<file path="src/rtl/program_encoder.sv">
// Packs decoded instruction field records into 16-bit words and writes them to program memory.
// Optional define PROGRAM_ENCODER_OPCODE_CHECK_EN rejects opcodes 1010-1110 into ERROR without writing.
module program_encoder #(
  parameter int unsigned ADDR_BITS = 8,
  parameter int unsigned DATA_BITS = 16
) (
  input  logic                 clk,
  input  logic                 reset,
  input  logic                 start,
  input  logic [ADDR_BITS-1:0] base_addr,
  input  logic                 in_valid,
  output logic                 in_ready,
  input  logic [3:0]           in_opcode,
  input  logic [3:0]           in_rd,
  input  logic [3:0]           in_rs,
  input  logic [3:0]           in_rt,
  input  logic [2:0]           in_nzp,
  input  logic [7:0]           in_immediate,
  output logic                 mem_write_valid,
  input  logic                 mem_write_ready,
  output logic [ADDR_BITS-1:0] mem_write_address,
  output logic [DATA_BITS-1:0] mem_write_data,
  output logic                 busy,
  output logic                 done,
  output logic                 error,
  output logic [ADDR_BITS:0]   word_count
);

  typedef enum logic [2:0] {
    S_IDLE   = 3'd0,
    S_ACCEPT = 3'd1,
    S_WRITE  = 3'd2,
    S_DONE   = 3'd3,
    S_ERROR  = 3'd4
  } state_t;

  localparam logic [3:0] OP_RET = 4'b1111;

  state_t               state_q, state_d;
  logic [ADDR_BITS-1:0] addr_q, addr_d;
  logic [DATA_BITS-1:0] data_q, data_d;
  logic [3:0]           op_q, op_d;
  logic [ADDR_BITS:0]   count_q, count_d;
  logic [DATA_BITS-1:0] enc;

  // Unused field positions are forced to zero so stray input bits never leak into the word.
  always_comb begin
    enc = '0;
    unique case (in_opcode)
      4'b0000, 4'b1111: enc = {in_opcode, 12'h000};
      4'b0001:          enc = {in_opcode, in_nzp, 1'b0, in_immediate};
      4'b0010, 4'b1000: enc = {in_opcode, 4'h0, in_rs, in_rt};
      4'b0111:          enc = {in_opcode, in_rd, in_rs, 4'h0};
      4'b1001:          enc = {in_opcode, in_rd, in_immediate};
      default:          enc = {in_opcode, in_rd, in_rs, in_rt};
    endcase
  end

  always_comb begin
    state_d = state_q;
    addr_d  = addr_q;
    data_d  = data_q;
    op_d    = op_q;
    count_d = count_q;
    unique case (state_q)
      S_IDLE, S_ERROR: begin
        if (start) begin
          state_d = S_ACCEPT;
          addr_d  = base_addr;
          count_d = '0;
        end
      end
      S_ACCEPT: begin
        if (in_valid) begin
`ifdef PROGRAM_ENCODER_OPCODE_CHECK_EN
          if (in_opcode inside {[4'b1010:4'b1110]}) begin
            state_d = S_ERROR;
          end else begin
            state_d = S_WRITE;
            data_d  = enc;
            op_d    = in_opcode;
          end
`else
          state_d = S_WRITE;
          data_d  = enc;
          op_d    = in_opcode;
`endif
        end
      end
      S_WRITE: begin
        if (mem_write_ready) begin
          addr_d  = addr_q + {{(ADDR_BITS-1){1'b0}}, 1'b1};
          count_d = count_q + {{ADDR_BITS{1'b0}}, 1'b1};
          if (op_q == OP_RET)    state_d = S_DONE;
          else if (addr_q == '1) state_d = S_ERROR;
          else                   state_d = S_ACCEPT;
        end
      end
      S_DONE:  state_d = S_IDLE;
      default: state_d = S_IDLE;
    endcase
  end

  always_ff @(posedge clk or negedge reset) begin
    if (!reset) begin
      state_q <= S_IDLE;
      addr_q  <= '0;
      data_q  <= '0;
      op_q    <= '0;
      count_q <= '0;
    end else begin
      state_q <= state_d;
      addr_q  <= addr_d;
      data_q  <= data_d;
      op_q    <= op_d;
      count_q <= count_d;
    end
  end

  assign in_ready          = (state_q == S_ACCEPT);
  assign mem_write_valid   = (state_q == S_WRITE);
  assign mem_write_address = addr_q;
  assign mem_write_data    = data_q;
  assign busy              = (state_q == S_ACCEPT) || (state_q == S_WRITE);
  assign done              = (state_q == S_DONE);
  assign error             = (state_q == S_ERROR);
  assign word_count        = count_q;

endmodule

</file>
<file path="config.mk">
export PLATFORM = sky130hd
export DESIGN_NAME = program_encoder
export DESIGN_NICKNAME = d
export VERILOG_FILES = /design/src/rtl/program_encoder.sv
export SDC_FILE = /design/constraint.sdc
export NUM_CORES = 1
export LEC_CHECK = 0
export ABC_CLOCK_PERIOD_IN_PS = 1900
export BUFFER_PORTS_ARGS = -buffer_cell sky130_fd_sc_hd__buf_4
export CAP_MARGIN = 20
export CORE_ASPECT_RATIO = 1.2
export CORE_MARGIN = 1.5
export CORE_UTILIZATION = 35
export CTS_CLUSTER_SIZE = 10
export DETAILED_ROUTE_END_ITERATION = 8
export RECOVER_POWER = 25
export SLEW_MARGIN = 20
export SYNTH_ARGS = -nofsm -noshare
export SYNTH_HDL_FRONTEND = slang
export SYNTH_SLANG_ARGS = --single-unit
</file>
<file path="constraint.sdc">
create_clock -name clk -period 1.9 [get_ports clk]
set_clock_uncertainty 0.2 [all_clocks]
set_input_delay 0.285 -clock clk [delete_from_list [all_inputs] [get_ports clk]]
set_output_delay 0.285 -clock clk [all_outputs]
set_load 0.01 [all_outputs]
</file>
==> results.sh <==
export IMPL_die_height_microns=83.75
export IMPL_routed_top_layer="met4"
export IMPL_num_rows=29
export IMPL_htreeDepth=2
export IMPL_netlist_top_cells_area="dfrtp_1, a21oi_1, nor2_1"
export IMPL_design_core_area_sq_um=5261
export IMPL_area_growth_pct=47.11
export IMPL_fin_setup_tns_ns=0
export IMPL_setup_viol=0
export IMPL_cts_tree="built"
export IMPL_layout_setup_ws_ns=0.009903
export IMPL_antenna_cells=0
export IMPL_fin_crit_ns=1.890
export IMPL_gr_usage_all_layers_pct=17.21
export IMPL_rsz0062_at_grt="yes"
export IMPL_drt_initial_drc_count=98
export IMPL_syn_num_nets=238
export IMPL_syn_instance_count=196
export IMPL_holdWs_ns=0.01813
export IMPL_avgSynthCellArea_sq_um=9.703
export IMPL_synth_area_leader_cell="dfrtp_1"
export IMPL_grt_pass1_wl_mm=8.238
export IMPL_nets=331
export IMPL_criticalPathCategory="reg2out"
export IMPL_powerDensity_nw_per_um2=1357
export IMPL_portBuffers=77
export IMPL_worst_pin_slew_ns=0.9007
export IMPL_initial_core_util_pct=36.15
export IMPL_clock_latency_ns=0.28
export IMPL_synth_top_area_share_pct=47.37
export IMPL_cts_sinks=36
export IMPL_numCtsBuffers=5
export IMPL_grt_overflow=0
export IMPL_maxCapViolations=0
export IMPL_drc=0
export IMPL_vias=1807
export IMPL_period_share_pct=99.48
export IMPL_cp_data_required_time_ns=1.41
export IMPL_met1_length_mm=2.170
export IMPL_seq_area_frac_synth_pct=47.37
export IMPL_yosysWarnings=0
export IMPL_die_area_sq_um=5887
export IMPL_place_gp_congestion=0.7638
export IMPL_wl_per_cell_microns=13.76
export IMPL_startpoint_type="flop"
export IMPL_hold_viol_final=0
export IMPL_grt_max_degree=37
export IMPL_viasPerCell=5.148
export IMPL_die_w_microns=70.29
export IMPL_grt_pass1_vias=1815
export IMPL_routed_wl_mm=4.829
export IMPL_critPathArrivalTime_ns=1.41
export IMPL_cts_root_buf="clkbuf_8"
export IMPL_cts_buffer_depth=2
export IMPL_drive_gt1_share_pct=43.60
export IMPL_total_power_mw=3.796
export IMPL_antenna_found_initial=0
export IMPL_ir_drop_v=0.0005790
export IMPL_dp_slack_ns=0.07971
export IMPL_synth_cell_types=45
export IMPL_maxSlewViolCount=0
export IMPL_hold_path_class="in2reg"
export IMPL_met2_wirelength_mm=2.259
export IMPL_synth_area_sq_um=1902
export IMPL_routed_wl_met3_microns=374
export IMPL_relSlewSlack_pct=39.95
export IMPL_firstDrtPassIters=4
export IMPL_setup_worst_path_end_class="output pin"
export IMPL_clk_pin_slew_worst_paths_ns=0.07
export IMPL_final_antenna_net_count=0
export IMPL_dp_hpwl_mm=3.571
export IMPL_p_leak_nw=1.276
export IMPL_status="finished, final reports clean"
export IMPL_crit_fanout=2
export IMPL_ys_ff_latch=36
export IMPL_fmax_mhz=529.1
export IMPL_ios=78
-- path summary, 6_finish.rpt --
check | startpoint | end | slack [ns] | cells past startpoint
setup / recovery | state_q[0]$_DFFE_PN0P_ | busy | 0.01 | 4
min in group asynchronous | reset | mem_write_data[9]$_DFFE_PN0P_ | 0.46 | 2
hold reg to reg | mem_write_data[3]$_DFFE_PN0P_ | mem_write_data[3]$_DFFE_PN0P_ | 0.33 | 2
hold / removal | in_rd[0] | mem_write_data[8]$_DFFE_PN0P_ | 0.02 | 3
max in group asynchronous | reset | state_q[2]$_DFFE_PN0P_ | 0.42 | 2
setup reg to reg | state_q[0]$_DFFE_PN0P_ | mem_write_address[5]$_DFFE_PN0P_ | 0.05 | 6
-- synthesized netlist by cell type (all sizes together) --
cell and number:
dfrtp 36, nor2 24, a21oi 21, nand2 14, o21ai 14, a22oi 9, buf 9, nand3 7
xnor2 6, a211oi 5, inv 4, mux2 4, nand4 4, nor2b 4, a221o 3, and2 3
and3 3, nor3b 3, a21boi 2, a31oi 2, ha 2, nand2b 2, or3b 2, a31o 1
a32o 1, a32oi 1, and4 1, maj3 1, nand4bb 1, nor3 1, nor4 1, nor4bb 1
o211a 1, o221ai 1, o2bb2ai 1, or3 1
-- metal layers --
metal  vias to the layer above  track usage (%)
li1                        902                -
met1                       841            22.39
met2                        62            27.62
met3                         2            5.193
met4                         0            4.895
met5                         -                0
-- cells by family (layout without fill, tap and decap cells) --
logic type | Yosys count | count (layout) | synth area share (%)
XOR/XNOR | 6 | 6 | 2.763
AO/OA/AOI/OAI | 62 | 62 | 21.71
multiplexers | 4 | 4 | 2.368
buffers and inverters | 13 | 106 | 4.078
adder cells (fa/ha/maj) | 3 | 3 | 1.842
flip-flops | 36 | 36 | 47.37
AND/OR/NAND/NOR | 72 | 72 | 19.87
-- placed cells by master, fill, tap and decap left out, drive strengths merged, types with 3 or more instances in the layout --
master,netlist,routed
xnor2,6,6
a211oi,5,5
nor2,24,24
nor2b,4,4
mux2,4,4
and3,3,3
nand2,14,14
buf,9,93
a22oi,9,9
inv,4,4
a21oi,21,21
dfrtp,36,36
o21ai,14,14
clkbuf,0,6
and2,3,3
a221o,3,3
nand4,4,4
nand3,7,7
nor3b,3,3
-- sequential cells by signal, summed over array words and instances (netlist names) --
name,count
state_q,3
word_count,9
mem_write_address,8
mem_write_data,16
-- critical path, stage by stage (launching register included) --
cell and delay (ns):
dfrtp_2 0.41, or3b_4 0.42, buf_6 0.13, nand2_2 0.06, buf_6 0.09
-- through the flow --
step,instances,utilization [%],area [sq um]
6_report,351,53.17,2798
5_1_grt,351,53.17,2798
4_1_cts,349,52.03,2738
3_5_place_dp,338,49.89,2625
3_3_place_gp,338,49.89,2625
2_1_floorplan,196,-,1902
-- area by class of cell --
class | instances | area [sq um]
clock inverters | 2 | 12.51
inverters | 4 | 17.52
fillers | 494 | 2464
multi-input cells | 147 | 980.9
repair buffers | 95 | 737.0
well taps | 62 | 77.57
clock buffers | 5 | 68.82
flip-flops and latches | 36 | 903.4
-- report_power, final --
group	leakage [nW]	switching (mW)	internal, mW
registers	0.442	0.245	1.07
logic	0.794	0.937	1.03
clock network	0.0400	0.273	0.248
-- repair_timing --
| action | CTS | global route |
|---|---|---|
| gates resized for setup | 5 | 12 |
| hold endpoints to repair | 36 | 0 |
| endpoints found under the setup margin | 2 | 19 |
| setup buffers | 4 | 2 |
| pin swaps | 1 | 3 |
| hold buffers | 1 | 0 |
No activity file was read; power rests on OpenSTA's default activity.
